### src/rtl/axil_pkg.sv
// Shared AXI-Lite types and helpers for the register slave.
// Response codes, strobe shift and byte-merge function.
package axil_pkg;

   typedef enum logic [1:0] {
      RESP_OKAY   = 2'b00,
      RESP_EXOKAY = 2'b01,
      RESP_SLVERR = 2'b10,
      RESP_DECERR = 2'b11
   } resp_t;

   // Address bits below the word offset.
   function automatic int strb_shift(input int strb_w);
      return $clog2(strb_w);
   endfunction

   // Byte-wise merge sized for the widest legal bus (64 bits).
   function automatic logic [63:0] apply_wstrb(
      input logic [63:0] old,
      input logic [63:0] nw,
      input logic [7:0]  strb
   );
      logic [63:0] r;
      r = old;
      for (int b = 0; b < 8; b++) begin
         if (strb[b]) r[b*8 +: 8] = nw[b*8 +: 8];
      end
      return r;
   endfunction

endpackage

### src/rtl/axil_addr_decode.sv
// Combinational byte address to register index decode.
// Low offset bits are dropped; hit flags an in-range access.
module axil_addr_decode
   import axil_pkg::*;
#(
   parameter int                    ADDR_WIDTH = 32,
   parameter int                    STRB_WIDTH = 4,
   parameter int                    NUM_REGS   = 16,
   parameter int                    IDX_W      = 4,
   parameter logic [ADDR_WIDTH-1:0] BASE_ADDR  = '0
) (
   input  logic [ADDR_WIDTH-1:0] addr,
   output logic [IDX_W-1:0]      idx,
   output logic                  hit
);

   localparam int SHIFT = strb_shift(STRB_WIDTH);

   logic [ADDR_WIDTH-1:0] off;
   logic [ADDR_WIDTH-1:0] word;

   assign off  = addr - BASE_ADDR;
   assign word = off >> SHIFT;
   assign idx  = word[IDX_W-1:0];
   assign hit  = (addr >= BASE_ADDR) &&
                 (word < ADDR_WIDTH'(NUM_REGS));

endmodule

### src/rtl/axil_reg_slave.sv
// AXI-Lite register bank slave with byte strobes, RO mask
// and SLVERR on out-of-range accesses.
module axil_reg_slave
   import axil_pkg::*;
#(
   parameter int ADDR_WIDTH      = 32,
   parameter int AXIL_DATA_WIDTH = 32,
   parameter int AXIL_STRB_WIDTH = AXIL_DATA_WIDTH / 8,
   parameter int NUM_REGS        = 16,
   parameter logic [ADDR_WIDTH-1:0] BASE_ADDR = '0,
   parameter logic [NUM_REGS-1:0]   RO_MASK   = '0,
   parameter logic [NUM_REGS*AXIL_DATA_WIDTH-1:0]
                                    RESET_VAL = '0
) (
   input  logic                       clk,
   input  logic                       rst,
   input  logic [ADDR_WIDTH-1:0]      s_axil_awaddr,
   input  logic [2:0]                 s_axil_awprot,
   input  logic                       s_axil_awvalid,
   output logic                       s_axil_awready,
   input  logic [AXIL_DATA_WIDTH-1:0] s_axil_wdata,
   input  logic [AXIL_STRB_WIDTH-1:0] s_axil_wstrb,
   input  logic                       s_axil_wvalid,
   output logic                       s_axil_wready,
   output logic [1:0]                 s_axil_bresp,
   output logic                       s_axil_bvalid,
   input  logic                       s_axil_bready,
   input  logic [ADDR_WIDTH-1:0]      s_axil_araddr,
   input  logic [2:0]                 s_axil_arprot,
   input  logic                       s_axil_arvalid,
   output logic                       s_axil_arready,
   output logic [AXIL_DATA_WIDTH-1:0] s_axil_rdata,
   output logic [1:0]                 s_axil_rresp,
   output logic                       s_axil_rvalid,
   input  logic                       s_axil_rready,
   output logic [NUM_REGS*AXIL_DATA_WIDTH-1:0] reg_q,
   input  logic [NUM_REGS*AXIL_DATA_WIDTH-1:0] hw_in,
   output logic [NUM_REGS-1:0]        wr_pulse
);

   localparam int DW    = AXIL_DATA_WIDTH;
   localparam int SW    = AXIL_STRB_WIDTH;
   localparam int IDX_W = (NUM_REGS > 1) ? $clog2(NUM_REGS) : 1;

   logic                  aw_held;
   logic                  w_held;
   logic [ADDR_WIDTH-1:0] awaddr_q;
   logic [DW-1:0]         wdata_q;
   logic [SW-1:0]         wstrb_q;
   logic [IDX_W-1:0]      aw_idx;
   logic                  aw_hit;
   logic [IDX_W-1:0]      ar_idx;
   logic                  ar_hit;
   logic                  commit;
   logic                  wr_en;
   logic                  ar_hs;
   logic [DW-1:0]         rd_val;
   logic [DW-1:0]         regs [NUM_REGS];
   logic [DW-1:0]         hw   [NUM_REGS];
   logic                  unused_prot;

   assign unused_prot = ^{s_axil_awprot, s_axil_arprot};

   axil_addr_decode #(
      .ADDR_WIDTH (ADDR_WIDTH),
      .STRB_WIDTH (SW),
      .NUM_REGS   (NUM_REGS),
      .IDX_W      (IDX_W),
      .BASE_ADDR  (BASE_ADDR)
   ) u_aw_dec (
      .addr (awaddr_q),
      .idx  (aw_idx),
      .hit  (aw_hit)
   );

   axil_addr_decode #(
      .ADDR_WIDTH (ADDR_WIDTH),
      .STRB_WIDTH (SW),
      .NUM_REGS   (NUM_REGS),
      .IDX_W      (IDX_W),
      .BASE_ADDR  (BASE_ADDR)
   ) u_ar_dec (
      .addr (s_axil_araddr),
      .idx  (ar_idx),
      .hit  (ar_hit)
   );

   assign s_axil_awready = !aw_held;
   assign s_axil_wready  = !w_held;
   assign s_axil_arready = !s_axil_rvalid || s_axil_rready;

   assign commit = aw_held && w_held &&
                   (!s_axil_bvalid || s_axil_bready);
   assign wr_en  = commit && aw_hit && !RO_MASK[aw_idx];
   assign ar_hs  = s_axil_arvalid && s_axil_arready;

   // Hold the write address until it is committed.
   always_ff @(posedge clk) begin
      if (rst) begin
         aw_held  <= 1'b0;
         awaddr_q <= '0;
      end else if (commit) begin
         aw_held <= 1'b0;
      end else if (s_axil_awvalid && s_axil_awready) begin
         aw_held  <= 1'b1;
         awaddr_q <= s_axil_awaddr;
      end
   end

   // Hold the write data and strobes until committed.
   always_ff @(posedge clk) begin
      if (rst) begin
         w_held  <= 1'b0;
         wdata_q <= '0;
         wstrb_q <= '0;
      end else if (commit) begin
         w_held <= 1'b0;
      end else if (s_axil_wvalid && s_axil_wready) begin
         w_held  <= 1'b1;
         wdata_q <= s_axil_wdata;
         wstrb_q <= s_axil_wstrb;
      end
   end

   genvar gi;
   generate
      for (gi = 0; gi < NUM_REGS; gi++) begin : g_reg
         assign reg_q[gi*DW +: DW] = regs[gi];
         assign hw[gi] = hw_in[gi*DW +: DW];
         if (RO_MASK[gi]) begin : g_ro
            // Read-only slot keeps its reset value.
            always_ff @(posedge clk) begin
               if (rst) regs[gi] <= RESET_VAL[gi*DW +: DW];
            end
         end else begin : g_rw
            // Byte-strobed update on a committed hit.
            always_ff @(posedge clk) begin
               if (rst) begin
                  regs[gi] <= RESET_VAL[gi*DW +: DW];
               end else if (wr_en &&
                            aw_idx == IDX_W'(gi)) begin
                  regs[gi] <= DW'(apply_wstrb(
                     64'(regs[gi]),
                     64'(wdata_q),
                     8'(wstrb_q)));
               end
            end
         end
      end
   endgenerate

   // Write response; a new commit may replace a consumed one.
   always_ff @(posedge clk) begin
      if (rst) begin
         s_axil_bvalid <= 1'b0;
         s_axil_bresp  <= RESP_OKAY;
      end else if (commit) begin
         s_axil_bvalid <= 1'b1;
         s_axil_bresp  <= aw_hit ? RESP_OKAY : RESP_SLVERR;
      end else if (s_axil_bready) begin
         s_axil_bvalid <= 1'b0;
      end
   end

   // One-cycle strobe for the register just written.
   always_ff @(posedge clk) begin
      if (rst) begin
         wr_pulse <= '0;
      end else begin
         wr_pulse <= '0;
         if (wr_en) wr_pulse[aw_idx] <= 1'b1;
      end
   end

   // Read source selection; misses return zero.
   always_comb begin
      rd_val = '0;
      if (ar_hit) begin
         if (RO_MASK[ar_idx]) rd_val = hw[ar_idx];
         else                 rd_val = regs[ar_idx];
      end
   end

   // Read response register, held until accepted.
   always_ff @(posedge clk) begin
      if (rst) begin
         s_axil_rvalid <= 1'b0;
         s_axil_rdata  <= '0;
         s_axil_rresp  <= RESP_OKAY;
      end else if (ar_hs) begin
         s_axil_rvalid <= 1'b1;
         s_axil_rdata  <= rd_val;
         s_axil_rresp  <= ar_hit ? RESP_OKAY : RESP_SLVERR;
      end else if (s_axil_rready) begin
         s_axil_rvalid <= 1'b0;
      end
   end

endmodule

### config.mk
export PLATFORM = sky130hd
export DESIGN_NAME = axil_reg_slave
export DESIGN_NICKNAME = d
export VERILOG_FILES = /design/src/rtl/axil_pkg.sv /design/src/rtl/axil_addr_decode.sv /design/src/rtl/axil_reg_slave.sv
export SDC_FILE = /design/constraint.sdc
export NUM_CORES = 1
export LEC_CHECK = 0
export BUFFER_PORTS_ARGS = -buffer_cell sky130_fd_sc_hd__buf_2
export CAP_MARGIN = 20
export CORE_AREA = 4 4 458 460
export CTS_BUF_LIST = sky130_fd_sc_hd__clkbuf_4 sky130_fd_sc_hd__clkbuf_8
export CTS_CLUSTER_DIAMETER = 40
export CTS_CLUSTER_SIZE = 10
export DETAILED_ROUTE_END_ITERATION = 6
export DIE_AREA = 0 0 462 464
export GPL_TIMING_DRIVEN = 0
export SYNTH_ARGS = -nofsm -noshare
export SYNTH_HDL_FRONTEND = slang
export SYNTH_SLANG_ARGS = --single-unit
### constraint.sdc
create_clock -name clk -period 7.2 [get_ports clk]
set_clock_uncertainty 0.05 [all_clocks]
set_input_delay 0.72 -clock clk [delete_from_list [all_inputs] [get_ports clk]]
set_output_delay 0.72 -clock clk [all_outputs]
set_load 0.05 [all_outputs]
Word level (Yosys, flattened, before mapping)

Memories as Yosys holds them, arrays and structs flattened. A register that Yosys moved wholly into a read port is not among the register bits.
Cells that the tools add are included.

Register bits: 124
Bits in latches: 0
Memory bits (writable): 512
ROM bits: 32
Output and inout bits: 569
Word-level logic and storage cells: 371
Memories: 3

Memory list:

| memory          | words | bits a word | rd ports | clocked after memory_dff | write ports | RTL line              | RTL |
|---|---|---|---|---|---|---|---|
| regs            | 16    | 32          | 17       | 0                        | 16          | axil_reg_slave.sv:58  | `logic [DW-1:0] regs [NUM_REGS];` |
| (no name shown) | 16    | 1           | 1        | 0                        | 0           | axil_reg_slave.sv:179 | `if (RO_MASK[ar_idx]) rd_val = hw[ar_idx];` |
| (no name shown) | 16    | 1           | 1        | 1                        | 0           | axil_reg_slave.sv:94  | `assign wr_en = commit && aw_hit && !RO_MASK[aw_idx];` |

$add $sub $neg: 0
Multipliers: 0
Divide/modulo/power cells: 0
$lt $le $gt $ge: 8
Eq/ne operators: 15
Shift operators: 0
Muxes and demuxes: 275
Bitwise logic cells: 19
Reductions and logical operators: 40

Operators with widths:

| cell                | number |
|---|---|
| $mux 8              | 192 |
| $mux 32             | 20 |
| $bmux 32 s4         | 1 |
| $ge 32x1->1 const B | 2 |
| $lt 30x5->1 const B | 2 |
| $mux 1              | 57 |
| $eq 4x4->1 const B  | 8 |
| $logic_and 1x1->1   | 26 |
| $eq 4x3->1 const B  | 4 |
| $or 1x1->1          | 16 |
| $lt 4x5->1 const B  | 2 |
| $eq 4x2->1 const B  | 2 |
| $mux 4              | 2 |
| $ge 5x5->1 const B  | 1 |
| $logic_not 1->1     | 5 |
| $not 4->5           | 1 |
| $demux 1 s4         | 1 |
| $eq 4x1->1 const B  | 1 |
| $ge 4x1->1 const B  | 1 |
| $logic_not 4->1     | 1 |
| $mux 2              | 2 |
| $reduce_and 2->1    | 2 |
| $reduce_bool 2->1   | 2 |
| $reduce_or 2->1     | 2 |
| 2 further kinds     | 4 |

Logic depth before layout (Yosys ltp)

Gate-level depths: netlist of run 1.

Depth after elaboration: 10
Depth in mapped cells: 8
Depth with buffers taken out: 4

Cells and area by module

From an unflattened synthesis of run 1, not the netlist that was laid out.

Cell total of the unflattened synthesis: 1924
Area total of the unflattened synthesis: 27841.7 µm²

By module, submodules not included:

| module           | times used | cells an instance | area an instance (µm²) | sequential area each (µm²) |
|---|---|---|---|---|
| axil_reg_slave   | 1          | 1896              | 27669.0                | 17817.1 |
| axil_addr_decode | 2          | 14                | 86.3                   | 0.0 |

Least setup slack after synthesis of run 1

No wires, ideal clock.

Kind: input port to flip-flop
Start: input s_axil_rready
End: register s_axil_rdata[20]
Data arrival time: 2449 ps
Setup slack: 4583 ps
Stages on the path: 6
Buffers on the path: 2
Cells stage by stage: nand2b_1 > buf_2 > clkbuf_1 > a21oi_1 > or4_1 > o221a_2

Longest elaborated chain between the ends: 2

Ends and longest elaborated chain:

| what                 | RTL line              | RTL |
|---|---|---|
| start, declared      | axil_reg_slave.sv:35  | `input logic s_axil_rready,` |
| $logic_or 1x1->1     | axil_reg_slave.sv:90  | `assign s_axil_arready = !s_axil_rvalid \|\| s_axil_rready;` |
| net s_axil_arready   | axil_reg_slave.sv:31  | `output logic s_axil_arready,` |
| $logic_and 1x1->1    | axil_reg_slave.sv:95  | `assign ar_hs = s_axil_arvalid && s_axil_arready;` |
| end signal, assigned | axil_reg_slave.sv:192 | `s_axil_rdata <= rd_val;` |
| end, declared        | axil_reg_slave.sv:32  | `output logic [AXIL_DATA_WIDTH-1:0] s_axil_rdata,` |

The timed path passes the listed nets, and every way through them passes these cells.
A chain may end at the register's enable or synchronous reset.

==> run_results.csv, run 1 <==
group,metric,value,unit
synthesis,yosysMostFrequentCell,"nor2_1",
timing,hold_viol_final,0,
timing,max_freq,0.271,GHz
cts,cts_resized,0,
min_path,holdPathStages,3,
worst_setup_path,cp_cell_sequence,"nor4_1 -> and4_1 -> buf_2 -> nand4b_4 -> buf_2 -> o21bai_1",
timing,relSlewSlack,19.5,%
place,place_congestion,0.945,
worst_setup_path,cp_slowest_cell,"o21bai_1",
timing,setup_violations,0,
min_path,hp-class,"in2reg",
timing,finalCriticalPeriod,3.69,ns
timing,finalCritPeriodShare,51.3,%
worst_setup_path,crit_path_start_kind,"flop",
floorplan,fp-row-count,167,
drt,routedWlPerCell,31.9,um
synthesis,ys_types,37,
worst_setup_path,cp_top_family,"simple AND/OR/NAND/NOR gates",
finish,finalNonFillerCells,6043,
synthesis,ys_ff_latch,632,
worst_setup_path,cp-end-kind,"flop",
timing,rsz0062_at_grt,"no",
synthesis,synth_top_area_share,55.1,%
cts,cts_tree,"done",
pwr,cellPowerDensity,239,nW/um^2
floorplan,core_area,206000,um^2
worst_setup_path,reg2reg_from,"awaddr_q[12]",
place,io_buffers,664,
flow_run,max-cap-violations,0,
floorplan,io_pins,1194,
cts,clk_latency,0.84,ns
place,post-place-cells,5822,
cts,clock_sinks,632,
finish,drive_gt1_share,29.6,%
drt,drt_iter0_drc,2394,
cts,clk_pin_slew,0.07,ns
global_routing,grt_max_degree,15,
synthesis,synth_area_leaders,"edfxtp_1, mux2i_1, dfxtp_1",
worst_setup_path,cp_num_buf_inv,2,
cts,cts_setup_buffers,0,
synthesis,syn_avg_cell_area,11.5,um^2
drt,wirelength,193000,um
place,post-dp-hpwl,167000,um
synthesis,synthesis.area,27900,um^2
pwr,ir_drop,0.119,mV
synthesis,syn_inst,2432,
timing,drv_slew,0,
drt,dr.pass1.iters,6,
worst_setup_path,cp_max_fo,10,
worst_setup_path,cp.arrival,4.08,ns
drt,drcViolationCount,0,
global_routing,grt_pass1_vias,23000,
worst_setup_path,r2r_end,"regs[8][23]",
global_routing,grt-ovfl-total,0,
drt,vias_per_cell,3.94,
worst_setup_path,rrSetupSlack,3.51,ns
place,dp_slack,2.41,ns
floorplan,die_y,464,um
min_path,min_to,"wdata_q[12]",
floorplan,fp.dieW,462,um
synthesis,synth_seq_area_share,63.7,%
cts,numCtsBuffers,101,
cts,clockBufferDepth,3,
floorplan,initial_core_util,13.5,%
timing,finalSetupTns,0,ns
drt,vias,23800,
floorplan,die_area,214000,um^2
synthesis,async_reset_ff_share,0,%
finish,nets,3875,
drt,antenna_left,0,
min_path,hp-start,"s_axil_wdata[12]",
pwr,leakage,0.0143,uW
timing,worst_pin_slew,1.21,ns
status,status,"finished clean",
global_routing,grt_usage,17.2,%
synthesis,synthFlopType,"edfxtp_1",
timing,setup_ws,3.51,ns
finish,area_growth,33.9,%
global_routing,antenna_found_initial,17,
cts,htreeDepth,3,
global_routing,grt_pass1_wl,239000,um
worst_setup_path,crit_type,"reg2reg",
worst_setup_path,crit_path_frequent_cell,"buf_2",
finish,fill_cells,22700,
cts,root_buffer,"clkbuf_8",
synthesis,yosys_warnings,0,
synthesis,yosys-top-cells-count,"nor2_1, edfxtp_1, mux2i_1",
worst_setup_path,reg2reg_depth,6,
synthesis,synth-edff-count,512,
worst_setup_path,slowest_delay,0.91,ns
synthesis,synth_top_cell_by_area,"edfxtp_1",
worst_setup_path,worst_ep_required_time,7.59,ns
[area by class of cell]
class,instances,area (um^2),share of cell area (%)
tap,2704,3380,9.05
inverter,5,18.8,0.0502
clock buffer,112,1490,3.99
sequential,632,17800,47.5
multi-input combinational,1543,9060,24.2
timing repair buffer,714,3860,10.3
buffer,253,1060,2.84
antenna,15,37.5,0.100
clock inverter,65,702,1.88
[cell usage in the layout (no fill, tap or decap), types with 6 or more instances in the layout]
master,instances
o221a_2,32
diode_2,15
nor3_1,8
nand2b_1,71
bufinv_16,11
or3_1,32
clkinv_1,9
clkbuf_1,163
buf_1,19
o22a_1,32
clkinv_2,14
nor4_2,11
mux2i_1,256
nor2b_1,6
o21bai_1,48
or4_1,35
nand2_1,155
clkinvlp_4,11
dfxtp_1,120
clkbuf_8,104
buf_2,721
clkinv_4,7
o21ai_0,64
nand4_1,12
buf_4,23
dlygate4sd3_1,26
a41o_1,16
nor2_1,601
inv_6,11
o22ai_1,32
a21oi_1,101
clkbuf_4,8
edfxtp_1,512
nor4_1,12
[worst register-to-register path: cells and delay by family (launching register included)]
kind                   cells  cell delay [ns]
AO/OA/AOI/OAI              1             0.91
buffers and inverters      2             0.75
flip-flops                 1             0.31
AND/OR/NAND/NOR            3             1.29
[kinds of logic after synthesis]
kind of cell / count (synthesis) / synth area share [%]
flip-flops: 632 / 63.7
AND/OR/NAND/NOR: 960 / 15.4
other: 1 / 0.0134
multiplexers: 256 / 9.18
buffers and inverters: 258 / 3.87
AO/OA/AOI/OAI: 325 / 7.83
[stage by stage]
stage / power, uW / hold WS [ns] / cell area [um^2] / utilization [%]
after floorplan: 4920 / 0.381 / 27900 / -
after global placement: 5490 / 0.393 / 34600 / 16.8
after detailed placement: 5520 / 0.396 / 34900 / 16.9
after CTS: 9000 / 0.000164 / 37300 / 18.1
after global routing: 9210 / 0.0367 / 37400 / 18.1
final: 8920 / 0.105 / 37400 / 18.1
[routing by layer]
| metal | global-route usage [%] | up-vias | part of all wire (%) |
|---|---|---|---|
| li1 | - | 10300 | - |
| met1 | 21.1 | 11700 | 40 |
| met2 | 25.1 | 1511 | 41 |
| met3 | 9.88 | 259 | 15 |
| met4 | 5.97 | 12 | 4.2 |
| met5 | 0 | - | 0.041 |
[worst max-delay path by stage]
stage                startpoint                to  slack [ns]  cells after the start
3_5_place_dp                rst       regs[8][22]        2.41                      6
4_1_cts                     rst       regs[8][23]        3.34                      6
2_1_floorplan     s_axil_rready  s_axil_rdata[20]        4.58                      6
6_report           awaddr_q[12]       regs[8][23]        3.51                      6
5_1_grt            awaddr_q[12]       regs[12][7]        3.43                      6
3_3_place_gp   s_axil_araddr[4]  s_axil_rdata[25]        2.54                      7
[report_power, final]
group / switching (uW) / internal [uW] / leakage (uW)
sequential: 108 / 4060 / 0.00627
combinational: 1010 / 268 / 0.00691
clock: 1660 / 1820 / 0.00110
[state kept, by name (all words and copies together) (netlist names)]
name	count
s_axil_rresp	1
awaddr_q	30
w_held	1
wstrb_q	4
s_axil_bvalid	1
s_axil_rdata	32
aw_held	1
s_axil_rvalid	1
wr_pulse	16
regs	512
wdata_q	32
s_axil_bresp	1
[repair_timing]
| action | 4_1_cts | 5_1_grt |
|---|---|---|
| hold endpoints to repair | 26 | 0 |
| endpoints found under the setup margin | 0 | 0 |
| hold buffers | 26 | 0 |
(Power assumes the default switching activity.)
==> run 2: changes to the inputs <==
CORE_AREA = 4 4 469 471   (was 4 4 458 460)
DIE_AREA = 0 0 473 475   (was 0 0 462 464)
clock period = 3.3 ns   (was 7.2 ns; I/O delays follow)
==> run 2 against run 1 <==
  * Die area rose by 4.8%
  * Final cell count rose by 3.5%
  * Register-to-register slack got worse by 3.5 ns
  * Total power rose by 120%
  * Largest power group unchanged
  * Setup slack got worse by 3.5 ns
  * Critical path type unchanged
  * First-iteration DRC count rose by 15%
  * Clock power rose by 110%
==> run_results.csv, run 2 (synthesized netlist as in run 1, its figures left out) <==
group,metric,value,unit
worst_setup_path,worst_ep_required_time,3.67,ns
worst_setup_path,crit_type,"reg2reg",
pwr,switching_power,6100,uW
worst_setup_path,cp_slowest_cell,"o21bai_1",
timing,setup_ws,0.0550,ns
timing,setup_violations,0,
timing,finalCritPeriodShare,98.3,%
drt,antenna_left,0,
finish,fill_cells,24000,
place,dp_slack,-1.06,ns
floorplan,fp-row-count,171,
timing,hold_viol_final,0,
finish,drive_gt1_share,30.9,%
drt,vias,24600,
worst_setup_path,cp_cell_sequence,"or4_1 -> nor3_4 -> buf_4 -> nand4b_4 -> o21bai_1",
status,status,"finished clean",
drt,vias_per_cell,3.93,
worst_setup_path,r2r_end,"regs[0][25]",
place,dpl-instance-area,35200,um^2
flow_run,max-cap-violations,0,
drt,drt_iter0_drc,2761,
global_routing,grt_usage,17.3,%
finish,final_common_cell,"buf_2",
cts,numCtsBuffers,102,
timing,worst_pin_slew,1.23,ns
finish,mostFrequentLayoutCells,"buf_2, nor2_1, edfxtp_1, mux2i_1, clkbuf_1",
global_routing,grt_pass1_vias,23900,
floorplan,initial_core_util,12.9,%
pwr,power_frac_seq,46.9,%
finish,largestRegisters,"regs x512, s_axil_rdata x32, wdata_q x32",
pwr,power.internal,13300,uW
finish,area_growth,38.0,%
finish,largest_reg_flops,512,
pwr,combPwrFrac,15.0,%
timing,drv_slew,0,
worst_setup_path,cp.arrival,3.62,ns
place,place_congestion,0.935,
finish,nets,3943,
finish,largest-register,"regs",
cts,htreeDepth,3,
floorplan,die_area,225000,um^2
worst_setup_path,reg2reg_depth,5,
worst_setup_path,cp_num_buf_inv,1,
cts,root_buffer,"clkbuf_8",
worst_setup_path,cp-startpoint,"awaddr_q[25]",
drt,drcViolationCount,0,
pwr,p_clk_share,38.1,%
pwr,cellPowerDensity,504,nW/um^2
worst_setup_path,cp_top_family,"simple AND/OR/NAND/NOR gates",
worst_setup_path,slowest_delay,0.92,ns
pwr,ir_drop,0.256,mV
cts,cts_tree,"done",
timing,finalCriticalPeriod,3.24,ns
worst_setup_path,crit_path_start_kind,"flop",
min_path,hp-class,"in2reg",
finish,final_area,38500,um^2
timing,max_freq,0.308,GHz
worst_setup_path,cp_max_fo,10,
worst_setup_path,crit_end,"regs[0][25]",
floorplan,fp.dieW,473,um
cts,clockBufferDepth,3,
pwr,leakage,0.0147,uW
global_routing,grt_pass1_wl,251000,um
timing,relSlewSlack,18.0,%
cts,clk_pin_slew,0.07,ns
cts,clk_latency,0.83,ns
place,post-dp-hpwl,174000,um
global_routing,antenna_found_initial,30,
global_routing,grt_max_degree,14,
worst_setup_path,reg2reg_from,"awaddr_q[25]",
worst_setup_path,cp-end-kind,"flop",
drt,wirelength,202000,um
drt,dr.pass1.iters,5,
finish,multi_input_area,9400,um^2
global_routing,grt-ovfl-total,0,
floorplan,die_y,475,um
floorplan,core_area,216000,um^2
floorplan,io_pins,1194,
finish,regArea,17800,um^2
cts,clock_sinks,632,
place,io_buffers,664,
worst_setup_path,cp.depth,5,
worst_setup_path,rrSetupSlack,0.06,ns
pwr,switching_share,31.4,%
drt,routedWlPerCell,32.3,um
## run 2: cell types whose count changed in the layout (fill, tap and decap cells not counted), sizes merged, moves of 4 or more
cell         previous run  this run
inv                    17        22
dlygate4sd3            26        73
diode                  15         9
buf                   774       792
clkbuf                279       283
## run 2: through the flow
stage | hold WS [ns] | util (%) | setup TNS, ns | power, uW | cells
floorplan | 0.381 | - | 0 | 10700 | 2433
global placement | 0.393 | 16.1 | -302.29 | 12000 | 5951
detailed placement | 0.393 | 16.3 | -178.90 | 12100 | 5986
CTS | 0.0589 | 17.8 | -0.145 | 19500 | 6238
global route | 0.175 | 17.8 | -0.0463 | 20000 | 6247
finish | 0.144 | 17.8 | 0 | 19400 | 6254
## run 2: layer usage
layer  track usage (%)  vias up  part of all wire (%)
li1                  -    10400                     -
met1              20.9    12300                    40
met2              25.1     1593                    41
met3              9.93      307                    15
met4              6.59       10                   4.6
met5                 0        -                 0.026
## run 2: what timing repair did
action	4_1_cts	5_1_grt
setup endpoints to repair	393	161
hold buffers	73	0
hold endpoints to repair	69	0
buffers inserted	2	4
gates resized for setup	59	18
## run 2: power by group through the flow
stage	Combinational [uW]	Sequential [uW]	Clock [uW]
2_1_floorplan	800	9940	0
3_3_place_gp	2770	9260	0
3_5_place_dp	2840	9270	0
4_1_cts	2940	9090	7490
5_1_grt	3060	9110	7810
6_report	2920	9100	7400
## run 2: worst min path at each step
stage / from / endpoint / slack (ns) / depth (start not counted)
finish: s_axil_araddr[23] / s_axil_rresp[1] / 0.14 / 5
global route: s_axil_araddr[23] / s_axil_rresp[1] / 0.17 / 5
CTS: s_axil_araddr[23] / s_axil_rresp[1] / 0.06 / 5
detailed placement: awaddr_q[24] / awaddr_q[24] / 0.39 / 2
global placement: awaddr_q[19] / awaddr_q[19] / 0.39 / 2
floorplan: awaddr_q[23] / awaddr_q[23] / 0.38 / 2
## run 2: layout make-up
class                           count  share of cell area (%)
Sequential cell                   632                    46.2
Multi-Input combinational cell   1543                    24.4
Timing Repair Buffer              781                    11.7
Tap cell                         2854                    9.27
Clock buffer                      116                    3.95
Buffer                            253                    2.83
Clock inverter                     61                    1.56
Antenna cell                        9                  0.0585
Inverter                            5                  0.0487
## run 2: worst min-delay path: stages
cell	delay (ns)
buf_2	0.08
nor4_2	0.08
nand2_1	0.14
nor3_1	0.12
nor3_1	0.18
==> run 3: changes to the inputs <==
CORE_AREA = 4 4 458 460   (was 4 4 469 471)
CTS_CLUSTER_SIZE = default   (was 10)
DIE_AREA = 0 0 462 464   (was 0 0 473 475)
clock period = 3.6 ns   (was 3.3 ns; I/O delays follow)
==> run 3 against run 2 <==
  * Final cell count is 2.0% lower
  * Via count is 1.7% lower
  * Combinational power is 11% lower
  * Flip-flop and latch count stayed put
  * Clock power is 0.7% lower
  * Core utilization is 0.71 points higher
  * Largest power group unchanged
==> run_results.csv, run 3 (synthesized netlist as in run 1, its figures left out) <==
group,metric,value,unit
status,status,"finished clean",
min_path,hp-class,"in2reg",
cts,cts_tree,"done",
worst_setup_path,rrSetupSlack,0.002,ns
drt,antenna_left,0,
cts,numCtsBuffers,114,
worst_setup_path,r2r_end,"regs[11][24]",
finish,finalNonFillerCells,6131,
place,place_congestion,0.945,
drt,routedWlPerCell,31.5,um
global_routing,grt_max_degree,16,
pwr,cellPowerDensity,479,nW/um^2
global_routing,grt_pass1_wl,240000,um
cts,clk_latency,0.85,ns
cts,cts_setup_buffers,0,
timing,worst_pin_slew,1.21,ns
drt,drt_iter0_drc,2515,
finish,drive_gt1_share,29.8,%
worst_setup_path,crit_path_start_kind,"flop",
finish,mostFrequentLayoutCells,"buf_2, nor2_1, edfxtp_1, mux2i_1, clkbuf_1",
drt,drcViolationCount,0,
global_routing,grt_pass1_vias,23300,
worst_setup_path,reg2reg_from,"awaddr_q[17]",
timing,max_freq,0.278,GHz
finish,largest_reg_flops,512,
timing,hold_ws,0.205,ns
finish,final_common_cell,"buf_2",
min_path,min_to,"s_axil_rresp[1]",
timing,drv_slew,0,
floorplan,fp-row-count,167,
worst_setup_path,cp_max_fo,10,
floorplan,io_pins,1194,
worst_setup_path,reg2reg_depth,6,
worst_setup_path,crit_type,"reg2reg",
worst_setup_path,cp.arrival,4.00,ns
place,io_buffers,664,
finish,largest-register,"regs",
worst_setup_path,worst_ep_required_time,4.00,ns
timing,hold_viol_final,0,
cts,clock_sinks,632,
drt,vias,24200,
min_path,holdPathStages,5,
floorplan,fp.dieW,462,um
timing,relSlewSlack,19.4,%
floorplan,die_area,214000,um^2
timing,setup_ws,0.00160,ns
cts,root_buffer,"clkbuf_8",
flow_run,max-cap-violations,0,
cts,clk_pin_slew,0.06,ns
cts,htreeDepth,3,
floorplan,die_y,464,um
global_routing,antenna_found_initial,15,
drt,vias_per_cell,3.95,
pwr,leakage,0.0147,uW
timing,setup_violations,0,
timing,finalCritPeriodShare,100,%
global_routing,grt-ovfl-total,0,
worst_setup_path,cp-end-kind,"flop",
timing,finalCriticalPeriod,3.60,ns
finish,nets,3938,
finish,largestRegisters,"regs x512, s_axil_rdata x32, wdata_q x32",
floorplan,core_area,206000,um^2
finish,final_area,38200,um^2
min_path,hp-start,"s_axil_araddr[6]",
cts,clockBufferDepth,3,
place,dpl-instance-area,34900,um^2
timing,rsz0062_at_grt,"yes",
place,post-dp-hpwl,167000,um
pwr,ir_drop,0.319,mV
place,post-place-cells,5822,
global_routing,grt_usage,17.3,%
finish,area_growth,36.8,%
drt,wirelength,193000,um
floorplan,initial_core_util,13.5,%
place,dp_slack,-0.830,ns
drt,dr.pass1.iters,5,
-- run 3: changes by cell type in the layout (fill, tap and decap cells not counted), sizes merged --
cell and change:
buf -19, clkinvlp -2, clkbuf +36, inv -14, clkdlybuf4s15 -2, clkinv +20, diode +4, dlygate4sd3 +4
-- run 3: worst max-delay path, stage by stage (launching register included) --
cell	delay (ns)
dfxtp_1	0.31
or4_1	0.52
nor2_1	0.46
buf_4	0.33
nand4_4	0.33
buf_2	0.39
o21bai_1	0.84
-- run 3: how the worst max path moves through the flow --
stage / from / to / slack (ns) / cells past startpoint
floorplan: s_axil_rvalid / s_axil_rdata[20] / 1.19 / 6
global placement: s_axil_araddr[4] / s_axil_rdata[25] / -0.70 / 7
detailed placement: rst / regs[8][22] / -0.83 / 6
CTS: awaddr_q[12] / regs[11][23] / -0.06 / 6
global route: awaddr_q[12] / regs[8][27] / -0.08 / 6
finish: awaddr_q[17] / regs[11][24] / 0.002 / 6
-- run 3: final cells by class --
type / instances / area [um^2]
multi-input combinational: 1543 / 9110
antenna: 13 / 32.5
tap: 2704 / 3380
fill: 22600 / 168000
clock buffer: 152 / 1900
clock inverter: 65 / 543
buffer: 253 / 1060
timing repair buffer: 764 / 4350
inverter: 5 / 18.8
sequential: 632 / 17800
-- run 3: per-layer routing --
metal  GRT usage (%)  up-vias  share of wire [%]
met5               0        -              0.029
met4            6.35        8                4.4
met3            10.0      262                 15
met2            25.0     1500                 41
met1            21.0    12000                 40
li1                -    10400                  -
-- run 3: metrics by stage --
step	total power, uW	util [%]	setup TNS (ns)
2_1_floorplan	9840	-	0
3_3_place_gp	11000	16.8	-57.88
3_5_place_dp	11000	16.9	-60.22
4_1_cts	18400	18.5	-1.54
5_1_grt	18900	18.5	-1.84
6_report	18300	18.5	0
-- run 3: report_power, final --
part	leakage (uW)	internal, uW	switching (uW)	total, uW
clock	0.00127	4040	3310	7350
sequential	0.00627	8130	214	8340
combinational	0.00717	575	2030	2600
total	0.0147	12700	5550	18300
-- run 3: timing repair --
item                                    4_1_cts  5_1_grt
endpoints found under the setup margin      109       71
gates resized for setup                      10        5
endpoints found under the hold margin        70        0
hold buffers                                 77        0
